<file path="config.mk">
export PLATFORM = sky130hd
export DESIGN_NAME = pipe_ctrl
export DESIGN_NICKNAME = d
export VERILOG_FILES = /design/src/rtl/pipe_ctrl_pkg.sv /design/src/rtl/pipe_ctrl_div_seq.sv /design/src/rtl/pipe_ctrl.sv
export SDC_FILE = /design/constraint.sdc
export NUM_CORES = 1
export LEC_CHECK = 0
export ABC_AREA = 1
export BUFFER_PORTS_ARGS = -buffer_cell sky130_fd_sc_hd__buf_2
export CAP_MARGIN = 20
export CORE_MARGIN = 2
export CORE_UTILIZATION = 41
export CTS_CLUSTER_SIZE = 20
export DETAILED_ROUTE_END_ITERATION = 12
export GPL_ROUTABILITY_DRIVEN = 0
export PLACE_DENSITY = 0.7
export SLEW_MARGIN = 20
export SYNTH_ARGS = -nofsm -noshare
export SYNTH_HDL_FRONTEND = slang
export SYNTH_SLANG_ARGS = --single-unit
</file>
<file path="constraint.sdc">
create_clock -name clk -period 1.8 [get_ports clk]
set_input_delay 0.09 -clock clk [delete_from_list [all_inputs] [get_ports clk]]
set_output_delay 0.09 -clock clk [all_outputs]
set_load 0.005 [all_outputs]
</file>
<file path="src/rtl/pipe_ctrl_pkg.sv">
// rtl/pipe_ctrl_pkg.sv - shared stall-bus types, stall patterns and divide FSM encodings
package pipe_ctrl_pkg;

   typedef logic [5:0] stall_bus_t;

   localparam logic STOP    = 1'b1;
   localparam logic NO_STOP = 1'b0;

   localparam stall_bus_t STALL_NONE = 6'b000000;
   localparam stall_bus_t STALL_LU   = 6'b000111;
   localparam stall_bus_t STALL_DIV  = 6'b001111;
   localparam stall_bus_t STALL_MEM  = 6'b011111;

   typedef enum logic [1:0] {
      DIV_IDLE = 2'd0,
      DIV_BUSY = 2'd1,
      DIV_DONE = 2'd2
   } div_state_t;

   // Widest active request wins; each wider pattern is a superset of the narrower ones.
   function automatic stall_bus_t stall_merge(input logic mem_wait,
                                              input logic div_stall,
                                              input logic load_use);
      stall_bus_t s;
      if (mem_wait)       s = STALL_MEM;
      else if (div_stall) s = STALL_DIV;
      else if (load_use)  s = STALL_LU;
      else                s = STALL_NONE;
      s[5] = NO_STOP;
      return s;
   endfunction

endpackage

</file>
<file path="src/rtl/pipe_ctrl_div_seq.sv">
// rtl/pipe_ctrl_div_seq.sv - divider start/count/done sequencer (IDLE/BUSY/DONE + down-counter)
module pipe_ctrl_div_seq
   import pipe_ctrl_pkg::*;
#(
   parameter int DIV_CYCLES = 33,
   parameter int CNT_W      = 6
) (
   input  logic clk,
   input  logic rst,
   input  logic i_div_req,
   input  logic i_mem_wait,
   output logic o_div_start,
   output logic o_div_done,
   output logic o_stall_req,
   output logic o_busy
);

   div_state_t       r_state, w_state_nxt;
   logic [CNT_W-1:0] r_cnt, w_cnt_nxt;

   always_ff @(posedge clk or negedge rst) begin
      if (!rst) begin
         r_state <= DIV_IDLE;
         r_cnt   <= '0;
      end else begin
         r_state <= w_state_nxt;
         r_cnt   <= w_cnt_nxt;
      end
   end

   // The counter never pauses for MEM waits; only DONE is held while EX cannot advance.
   always_comb begin
      w_state_nxt = r_state;
      w_cnt_nxt   = r_cnt;
      o_div_start = 1'b0;
      o_div_done  = 1'b0;
      o_stall_req = 1'b0;
      case (r_state)
         DIV_IDLE: begin
            if (i_div_req) begin
               o_div_start = 1'b1;
               o_stall_req = 1'b1;
               w_cnt_nxt   = CNT_W'(DIV_CYCLES - 1);
               w_state_nxt = DIV_BUSY;
            end
         end
         DIV_BUSY: begin
            o_stall_req = 1'b1;
            if (r_cnt != '0) w_cnt_nxt   = r_cnt - CNT_W'(1);
            else             w_state_nxt = DIV_DONE;
         end
         DIV_DONE: begin
            o_div_done = 1'b1;
            if (!i_mem_wait) w_state_nxt = DIV_IDLE;
         end
         default: w_state_nxt = DIV_IDLE;
      endcase
   end

   assign o_busy = (r_state != DIV_IDLE);

endmodule

</file>
<file path="src/rtl/pipe_ctrl.sv">
// rtl/pipe_ctrl.sv - pipeline stall sequencer: merges ID/EX/MEM requests and drives the divider
module pipe_ctrl
   import pipe_ctrl_pkg::*;
#(
   parameter int DIV_CYCLES = 33,
   parameter int CNT_W      = 6
) (
   input  logic        clk,
   input  logic        rst,
   input  logic        stallreq_id,
   input  logic        div_req,
   input  logic        mem_req,
   input  logic        mem_ack,
   output stall_bus_t  stall,
   output logic        div_start,
   output logic        div_done,
   output logic        busy,
   output logic [31:0] stall_cycles
);

   logic        w_mem_wait;
   logic        w_div_stall;
   logic [31:0] r_stall_cycles;

   assign w_mem_wait = mem_req & ~mem_ack;

   pipe_ctrl_div_seq #(
      .DIV_CYCLES (DIV_CYCLES),
      .CNT_W      (CNT_W)
   ) u_div_seq (
      .clk         (clk),
      .rst         (rst),
      .i_div_req   (div_req),
      .i_mem_wait  (w_mem_wait),
      .o_div_start (div_start),
      .o_div_done  (div_done),
      .o_stall_req (w_div_stall),
      .o_busy      (busy)
   );

   assign stall = stall_merge(w_mem_wait, w_div_stall, stallreq_id);

   always_ff @(posedge clk or negedge rst) begin
      if (!rst)                r_stall_cycles <= '0;
      else if (stall[0] == STOP) r_stall_cycles <= r_stall_cycles + 32'd1;
   end

   assign stall_cycles = r_stall_cycles;

endmodule

</file>
==> results.txt <==
The tools report the internal power as 1.71 mW. The clock latency on the worst-skew pair was 0.29 ns. The slowest stage of the critical path is the sky130_fd_sc_hd__dfrtp_1 cell.

Setup repair after global routing left no endpoint under its margin. For the worst flop-to-flop path, the logic depth is 10. Global routing used 17.7% of the available tracks. The vertical die dimension is 79.0 µm, and the number of max-slew violations in the final report is 0. Final period utilization: 85.9%. Timing analysis after detailed placement gives a worst setup slack of 0.260 ns. Yosys mapped the design onto 26 distinct sky130hd cell types.

Per report_power, the clock group accounts for 23.2% of the total. After detailed routing, the average wire length per cell comes to 12.3 µm. The leading cell type in the layout, fill and taps excluded was sky130_fd_sc_hd__nand2_1.

The first global-routing pass estimated 8710 µm of wire. The logs give 30.9% for the part of the power in combinational logic and 0 for the number of max-capacitance violations reported. The run gives 0 as the sum of overflow across all layers after global routing. For the depth of the CTS H-tree, the log shows 2. The final setup slack of the worst path was 0.254 ns. The total area inside the core boundary comes to 5470 µm². Tracing the worst setup path back leads to its startpoint at u_div_seq.r_state[0]. For the layout net count, the log shows 349. The startpoint of the worst hold path is div_req. In this run the power density over the cells is 991 nW/µm². The post-route core utilization was 49.0%. Fill cells in the final layout number 556. The number of flip-flops and latches in the synthesized netlist is 40.

The longest clock path from root to sink contains 2 buffers. The clock root buffer is sky130_fd_sc_hd__clkbuf_8. STA puts the critical path data arrival time at 1.46 ns. The critical path required time is 1.71 ns.

The count of cells along the worst hold path came out at 3. Buffers placed on the I/O ports in this run total 45. The worst pin sits at a relative slew slack of 65.2%.

Adding up every negative setup slack in the final design gives 0 ns. The leakage component of the power was 1.32 nW; the area growth from synthesis to final layout was 16.4%. Setup violations remaining at the end of the flow were counted as 0. In this run, flip-flops and latches consume 45.9% of the power. Counting every instance in the synthesized netlist gives 291.

The endpoint identified for the worst register-to-register timing path is stall_cycles[22]. The minimum clock period is 1.55 ns, and the initial antenna violation count is 0. The warning count from the yosys run is 0, and the largest stage delay on the critical path is 0.42 ns. First-pass detailed-route iteration total: 5.

The tools report the post-synthesis instance area as 2310 µm². Hold is met by 0.139 ns. Across the VDD grid, the largest voltage drop is 0.504 mV.

The repair_antennas step left the layout with diodes totalling 0. The number of nets handed over by synthesis was 300. Once detailed placement completed, the half-perimeter wirelength came to 3830 µm. A synthesized cell averages 7.92 µm². The source of the worst register-to-register timing path was stall_cycles[0]. The worst hold path terminates at u_div_seq.r_cnt[5]. The number of clock buffers inserted by TritonCTS was 5; the maximum number of pins on one net before global-route repair was 41. The tools report the number of sinks on the clock net as 40.

The die outline area is 6240 µm². The fraction of layout instances using a drive strength above 1 was 23.2%. The count of final hold-check violations came out at 0.

For the pin with the worst max-slew slack, the measured transition is 0.522 ns. The remaining design rule violation count is 0. Traced cell by cell, the critical path runs through o21ai_2 > nand3b_4 > buf_2.

The run finished with clean final reports. The count of nets left with antenna violations once routing finished came out at 0. STA classifies the critical path endpoint as a primary output. Timing would allow up to 647 MHz. The logs give 42.1% for the effective utilization at floorplan and 2.66 mW for the total power after layout. Broken down by cell family, the worst path's largest delay share belongs to flip-flops.

The run gives 0.950 mW as the switching power total. The worst setup path is launched from a flip-flop. Sequential elements use 43.4% of the synthesized area. After the first detailed-routing iteration, the DRC count stood at 119. The class of the tightest hold or removal check was input port to flip-flop. The worst clock skew is 0.00338 ns.

Leaving out fill and tap cells, the most frequent cells in the layout are sky130_fd_sc_hd__nand2_1 (91), sky130_fd_sc_hd__buf_2 (45), sky130_fd_sc_hd__dfrtp_1 (40). Clock-pin slew was measured on the worst setup and hold paths at 0.07 ns. The critical-path maximum fanout is 23, and the number of top-level pins is 47. The path type of the worst setup path is flip-flop to primary output.

The floorplan step set the die width to 79.0 µm. The number of global-route vias before repair came out at 1,876. Once the clock tree was built, the setup fixing pass inserted 0 buffers. After detailed routing, the number of vias per cell comes to 4.77.

The switching share of power works out to 35.7%. Across all layers, the routed design uses 1,972 vias. The routed design has 5070 µm of wire. The buffers plus inverters on the worst setup path works out to 1. In this run the core area contains 27 standard-cell rows. The run gives 0.26 ns as the slack of the worst reg-to-reg path. TritonCTS built the clock tree.
[worst register-to-register path: stages (launching register included)]
cell	delay, ns
sky130_fd_sc_hd__dfrtp_1	0.41
sky130_fd_sc_hd__ha_1	0.18
sky130_fd_sc_hd__nand2_1	0.06
sky130_fd_sc_hd__nor2_2	0.14
sky130_fd_sc_hd__nand2_2	0.10
sky130_fd_sc_hd__nor2_4	0.10
sky130_fd_sc_hd__nand2_4	0.09
sky130_fd_sc_hd__nor2_4	0.16
sky130_fd_sc_hd__nand2_1	0.07
sky130_fd_sc_hd__nand2_1	0.06
sky130_fd_sc_hd__nand2_1	0.06
[how the worst max path moves through the flow]
stage	end	slack, ns	cells past startpoint
floorplan	stall_cycles[28]	0.40	10
global placement	stall_cycles[28]	0.32	10
detailed placement	stall_cycles[28]	0.26	10
CTS	stall[2]	0.23	3
global route	stall_cycles[22]	0.02	10
finish	stall[2]	0.25	3
[synth_stat cells, drive strengths merged]
cell,count,area [µm²]
xnor2,11,96.3
and2,1,6.26
conb,1,3.75
nand3,20,100
o21ai,8,43.8
dfrtp,40,1000
ha,3,37.5
a21oi,1,5.00
nand3b,4,42.5
inv,34,128
nor3,4,20.0
o31ai,1,7.51
nand2,97,389
xor2,8,77.6
nor2,41,226
buf,6,52.6
nand4,11,68.8
[repair_timing]
action	CTS	global route
resized for setup	0	0
hold endpoints to repair	40	0
hold buffers	1	0
[routing by layer]
layer / vias to the layer above / part of all wire [%] / wire (µm) / GRT usage (%)
li1: 1003 / - / - / -
met1: 922 / 48 / 2420 / 23.3
met2: 40 / 46 / 2340 / 28.7
met5: - / 0 / 0 / 0
met4: 0 / 1.5 / 76 / 5.69
met3: 7 / 4.7 / 238 / 4.20
[registers in the layout, summed over array words and instances (netlist names)]
register,count
stall_cycles,32
u_div_seq.r_cnt,6
u_div_seq.r_state,2
[cell type report]
| type | instances | area (µm²) | share of cell area, % |
|---|---|---|---|
| Tap cell | 72 | 90.1 | 3.36 |
| Sequential cell | 40 | 1000 | 37.3 |
| Clock buffer | 8 | 90.1 | 3.36 |
| Timing Repair Buffer | 48 | 250 | 9.32 |
| Multi-Input combinational cell | 211 | 1120 | 41.9 |
| Inverter | 34 | 128 | 4.76 |
[logic make-up (layout without fill, tap and decap cells)]
family / count (synthesis) / count (layout) / synth area share, %
fa+ha+maj: 3 / 3 / 1.63
other cells: 1 / 1 / 0.163
flops: 40 / 40 / 43.4
compound gates: 10 / 10 / 2.44
buf+inv: 40 / 90 / 7.81
simple gates: 178 / 178 / 37.0
xor+xnor: 19 / 19 / 7.54
[power by group through the flow]
stage,Sequential (mW),Combinational (mW),Clock (mW)
2_1_floorplan,1.22,0.589,0
3_3_place_gp,1.23,0.810,0
3_5_place_dp,1.24,0.832,0
4_1_cts,1.22,0.839,0.635
5_1_grt,1.25,0.965,0.682
6_report,1.22,0.821,0.617
[through the flow]
stage / area, µm² / cells
after global placement: 2580 / 404
final: 2680 / 413
after global routing: 2680 / 413
after CTS: 2680 / 413
after detailed placement: 2580 / 404
after floorplan: 2310 / 291
No activity file was read; power rests on OpenSTA's default activity.
